**src/rtl/intr_pkg.sv**
```systemverilog
// Shared types and constants for the CPU-side interrupt take logic.
package intr_pkg;

   typedef enum logic [2:0] {
      IDLE    = 3'd0,
      SYNC    = 3'd1,
      READ    = 3'd2,
      DECIDE  = 3'd3,
      TAKE    = 3'd4,
      HANDLER = 3'd5
   } intr_state_e;

   localparam logic [3:0] PEND_ADDR_DEF = 4'h0;

   // Source indices as wired on the interrupt controller; bit 0 wins
   localparam int unsigned SRC_UART  = 0;
   localparam int unsigned SRC_CLOCK = 1;
   localparam int unsigned SRC_TIMER = 2;
   localparam int unsigned SRC_SWI   = 3;
   localparam int unsigned SRC_SD    = 4;

endpackage

```
**src/rtl/intr_prio_enc.sv**
```systemverilog
// Lowest-set-bit priority encoder: bit 0 has the highest priority.
module intr_prio_enc #(
   parameter int N  = 5,
   parameter int IW = 3
) (
   input  logic [N-1:0]  vec_i,
   output logic [IW-1:0] idx_o,
   output logic          any_o
);

   always_comb begin
      idx_o = '0;
      any_o = |vec_i;
      // Walk downward so the lowest set bit is the last one written
      for (int i = N - 1; i >= 0; i--) begin
         if (vec_i[i]) idx_o = IW'(i);
      end
   end

endmodule

```
**src/rtl/intr_take.sv**
```systemverilog
// Waits for an instruction boundary, reads the pending register over io,
// and requests a trap to the vector of the highest-priority pending source.
module intr_take
   import intr_pkg::*;
#(
   parameter int          NSRC       = 5,
   parameter logic [3:0]  PEND_ADDR  = PEND_ADDR_DEF,
   parameter logic [15:0] VEC_BASE   = 16'h0010,
   parameter int          VEC_SHIFT  = 2,
   parameter int          IO_TIMEOUT = 15
) (
   input  logic        clk,
   input  logic        reset,
   input  logic        interrupt,
   input  logic        insn_boundary,
   input  logic        ie_write,
   input  logic        ie_wdata,
   input  logic        rti,
   input  logic        trap_ack,
   output logic        io_req,
   output logic [3:0]  io_addr,
   input  logic [15:0] io_rdata,
   input  logic        io_ack,
   output logic        take,
   output logic [2:0]  cause,
   output logic [15:0] vector,
   output logic        ie,
   output logic        in_handler,
   output logic        io_err
);

   localparam int TW = $clog2(IO_TIMEOUT + 1);
   localparam logic [TW-1:0] TMO_MAX = TW'(IO_TIMEOUT);

   intr_state_e     state_q, state_d;
   logic [TW-1:0]   tmo_q, tmo_d;
   logic [NSRC-1:0] pend_q, pend_d;
   logic [2:0]      cause_q, cause_d;
   logic            ie_q, ie_d;
   logic            prev_ie_q, prev_ie_d;
   logic            io_err_q, io_err_d;

   logic [2:0]      enc_idx;
   logic            enc_any;
   logic            unused_rdata;

   assign unused_rdata = ^io_rdata;

   intr_prio_enc #(.N(NSRC), .IW(3)) u_enc (
      .vec_i (pend_q),
      .idx_o (enc_idx),
      .any_o (enc_any)
   );

   always_comb begin
      state_d   = state_q;
      tmo_d     = tmo_q;
      pend_d    = pend_q;
      cause_d   = cause_q;
      io_err_d  = 1'b0;
      ie_d      = ie_q;
      prev_ie_d = prev_ie_q;

      case (state_q)
         IDLE:    if (interrupt && ie_q) state_d = SYNC;
         SYNC: begin
            if (!interrupt || !ie_q) begin
               state_d = IDLE;
            end else if (insn_boundary) begin
               state_d = READ;
               tmo_d   = '0;
            end
         end
         READ: begin
            // An ack on the last allowed cycle still counts
            if (io_ack) begin
               pend_d  = io_rdata[NSRC-1:0];
               state_d = DECIDE;
            end else if (tmo_q == TMO_MAX) begin
               io_err_d = 1'b1;
               state_d  = IDLE;
            end else begin
               tmo_d = tmo_q + 1'b1;
            end
         end
         DECIDE: begin
            if (enc_any) begin
               cause_d = enc_idx;
               state_d = TAKE;
            end else begin
               state_d = IDLE;
            end
         end
         TAKE:    if (trap_ack) state_d = HANDLER;
         HANDLER: if (rti) state_d = IDLE;
         default: state_d = IDLE;
      endcase

      if (rti && state_q == HANDLER) begin
         ie_d = prev_ie_q;
      end else if (trap_ack && state_q == TAKE) begin
         prev_ie_d = ie_q;
         ie_d      = 1'b0;
      end else if (ie_write) begin
         ie_d = ie_wdata;
      end
   end

   always_ff @(posedge clk) begin
      if (reset) begin
         state_q   <= IDLE;
         tmo_q     <= '0;
         pend_q    <= '0;
         cause_q   <= '0;
         ie_q      <= 1'b0;
         prev_ie_q <= 1'b0;
         io_err_q  <= 1'b0;
      end else begin
         state_q   <= state_d;
         tmo_q     <= tmo_d;
         pend_q    <= pend_d;
         cause_q   <= cause_d;
         ie_q      <= ie_d;
         prev_ie_q <= prev_ie_d;
         io_err_q  <= io_err_d;
      end
   end

   assign io_req     = (state_q == READ);
   assign io_addr    = io_req ? PEND_ADDR : 4'h0;
   assign take       = (state_q == TAKE);
   assign in_handler = (state_q == HANDLER);
   assign cause      = cause_q;
   assign vector     = VEC_BASE + (16'(cause_q) << VEC_SHIFT);
   assign ie         = ie_q;
   assign io_err     = io_err_q;

endmodule

```
**config.mk**
```make
export PLATFORM = sky130hd
export DESIGN_NAME = intr_take
export DESIGN_NICKNAME = d
export VERILOG_FILES = /design/src/rtl/intr_pkg.sv /design/src/rtl/intr_prio_enc.sv /design/src/rtl/intr_take.sv
export SDC_FILE = /design/constraint.sdc
export NUM_CORES = 1
export LEC_CHECK = 0
export CELL_PAD_IN_SITES_DETAIL_PLACEMENT = 0
export CELL_PAD_IN_SITES_GLOBAL_PLACEMENT = 1
export CORE_MARGIN = 2
export CORE_UTILIZATION = 25
export CTS_CLUSTER_SIZE = 40
export DETAILED_ROUTE_END_ITERATION = 8
export GPL_ROUTABILITY_DRIVEN = 0
export PLACE_DENSITY = 0.77
export RECOVER_POWER = 50
export SYNTH_ARGS = -nofsm -noshare
export SYNTH_HDL_FRONTEND = slang
export SYNTH_SLANG_ARGS = --single-unit
```
**constraint.sdc**
```tcl
create_clock -name clk -period 1.4 [get_ports clk]
set_input_delay 0.42 -clock clk [delete_from_list [all_inputs] [get_ports clk]]
set_output_delay 0.42 -clock clk [all_outputs]
set_load 0.05 [all_outputs]
```
==> impl_metrics.yaml <==
outcome:
  status: "complete, but fails checks"
  violations: "negative setup slack"
yosys:
  synthDistinctLibCells: 35
  yosys_warnings: 0
  yosys.area.top_type: "dfxtp_1"
  synth_edf_count: 0
  ys_seq_elements: 18
  synthCells: 129
  netlist_area_um2: 1050
  async_flop_share_pct: 0
  yosysSeqAreaShare_pct: 34.2
  synth_commonest_cells: "20 x buf_4, 19 x nand2_1, 18 x dfxtp_1"
  synthTopCellsByArea: "dfxtp_1 34%, buf_4 14%, nand2_1 6.8%"
  avgSynthCellArea_um2: 8.18
  yosysMostFrequentCell: "buf_4"
  synth_top_cell_area_share_pct: 34.2
  ys.flop_type: "dfxtp_1"
clock_tree:
  htreeDepth: 1
  cts_root_buffer: "clkbuf_8"
  cts_tree: "yes"
  cts_buffers: 3
  path_clk_slew_ns: 0.07
  cts_sinks: 18
  clk_path_buf_depth: 2
  clk_latency_ns: 0.25
global_routing:
  use_met1_pct: 14.1
  grtUsageTotal_pct: 12.1
  grt_pass1_wl_um: 4370
  gr-total-overflow: 0
  grt_start_max_net_pins: 12
  first_global_vias: 1035
  gr-max-usage-layer: "met2"
  use_met2_pct: 22.1
  antenna_found_initial: 0
  grtUsageMet3_pct: 2.44
detailed_routing:
  drc: 0
  num_vias: 997
  dr.first_iter.drc_count: 17
  dr.pass1.iters: 4
  viasPerCell: 4.45
  ant_nets: 0
  drt_wl_total_um: 2650
  wl_per_cell_um: 11.8
timing:
  fin_crit_sh_pct: 116
  final_max_slew_viol_count: 0
  rsz0062_at_grt: "yes"
  max_freq_mhz: 617
  hold_violations: 0
  fin_ws_ns: -0.222
  fin_hold_ws_ns: 0.456
  period_minus_slack_ns: 1.62
  finClkSkew_ns: 0.00155
  setup_viol: 15
setup_path:
  cp_max_fo: 5
  worstPathRequired_ns: 0.98
  setup.worst_path.end_class: "output pin"
  crit_type: "flop to output pin"
  startpoint_type: "flop"
  arrival_ns: 1.20
power:
  power.density_nw_per_um2: 750
  internal-power_w: 0.000906
  pwr-share-clk_pct: 32.8
  p_sw_w: 0.000383
  vdd_drop_max_uv: 297
  finalPower_w: 0.00129
  p_leak_nw: 0.676
  seq_power_share_pct: 41.3
  switching_share_pct: 29.7
  combPwrFrac_pct: 25.9
floorplan:
  io_pins: 53
  fp.dieArea_um2: 4750
  die_w_um: 69.0
  start_util_pct: 26.2
  num_rows: 23
  die_h_um: 69.0
  core_area_um2: 4030
flow_run:
  maxCapViolCount: 0
final_layout:
  multiInputGateArea_um2: 656
  fill_cells: 406
  drive_gt1_share_pct: 40.8
  antenna_cells: 0
  seq_area_um2: 368
  syn2layout_area_growth_pct: 63.0
  final_net_count: 201
placement:
  portBuffers: 25
  dp.final_hpwl_um: 1940
  place_ws_ns: -0.563
worst_hold_path:
  hp-class: "flop to flop"
==> cell type report <==
type	instances	share of cell area (%)
Multi-Input combinational cell	96	38.1
Timing Repair Buffer	50	31.6
Sequential cell	18	21.4
Clock buffer	4	3.20
Inverter	6	2.04
Tap cell	50	3.64
==> through the flow <==
| step | cell area (µm²) | utilization, % | setup TNS (ns) | std cells |
|---|---|---|---|---|
| after floorplan | 1160 | - | -0.225 | 144 |
| after global placement | 1530 | 38.0 | -3.96 | 211 |
| after detailed placement | 1530 | 38.0 | -4.15 | 211 |
| after CTS | 1660 | 41.2 | -0.741 | 220 |
| after global routing | 1720 | 42.7 | -2.75 | 224 |
| final | 1720 | 42.7 | -1.49 | 224 |
==> final timing paths <==
check        cells after the start  slack (ns)        end        from
max                              3       -0.22     io_req  state_q[2]
min                              2        0.46  prev_ie_q   prev_ie_q
max reg2reg                      5       -0.17   tmo_q[3]  state_q[1]
min reg2reg                      2        0.46  prev_ie_q   prev_ie_q
==> state kept, by name, indices dropped and copies added, names as in the netlist <==
name and cells:
pend_q 5, prev_ie_q 1, io_err 1, state_q 3, ie 1, cause 3
tmo_q 4
==> what timing repair did <==
item,4_1_cts,5_1_grt
endpoints found under the hold margin,0,0
endpoints found under the setup margin,9,18
pin swaps,12,9
setup buffers,5,5
gates resized for setup,17,14
hold buffers,0,0
==> power by group through the flow <==
stage | Combinational (W) | Sequential, W | Clock (W)
after floorplan | 0.000236 | 0.000545 | 0
after global placement | 0.000293 | 0.000543 | 0
after detailed placement | 0.000297 | 0.000544 | 0
after CTS | 0.000324 | 0.000531 | 0.000432
after global routing | 0.000357 | 0.000532 | 0.000454
final | 0.000334 | 0.000532 | 0.000423
==> kinds of logic after synthesis <==
logic type | synth area share, %
and+or+nand+nor | 22.3
buffers and inverters | 18.7
AOI/OAI and AO/OA | 18.5
DFF | 34.2
muxes | 4.75
adders and majority gates | 1.19
other | 0.356
==> critical path, cell delays in order, from the launching register on <==
cell and delay, ns:
dfxtp_2 0.35, or3b_4 0.42, clkinv_8 0.06, buf_12 0.12
==> per-layer routing <==
layer / vias up / share of wire [%]
met1: 467 / 41
li1: 500 / -
met2: 28 / 53
met5: - / 0
met3: 2 / 5.4
met4: 0 / 0.41
==> cell usage in the layout, fill, tap and decap left out, types with 3 or more instances in the layout <==
cell	Yosys	layout
mux2i_1	5	5
inv_1	5	5
buf_12	0	10
buf_4	20	21
nor2_1	9	7
a21oi_2	1	3
dfxtp_2	0	3
dlygate4sd2_1	0	3
a311oi_2	0	4
dfxtp_1	18	14
nand2_1	19	16
clkbuf_8	0	4
conb_1	1	16
clkdlybuf4s50_1	0	9
a21oi_1	14	12
buf_6	1	4
(Power assumes the default switching activity.)
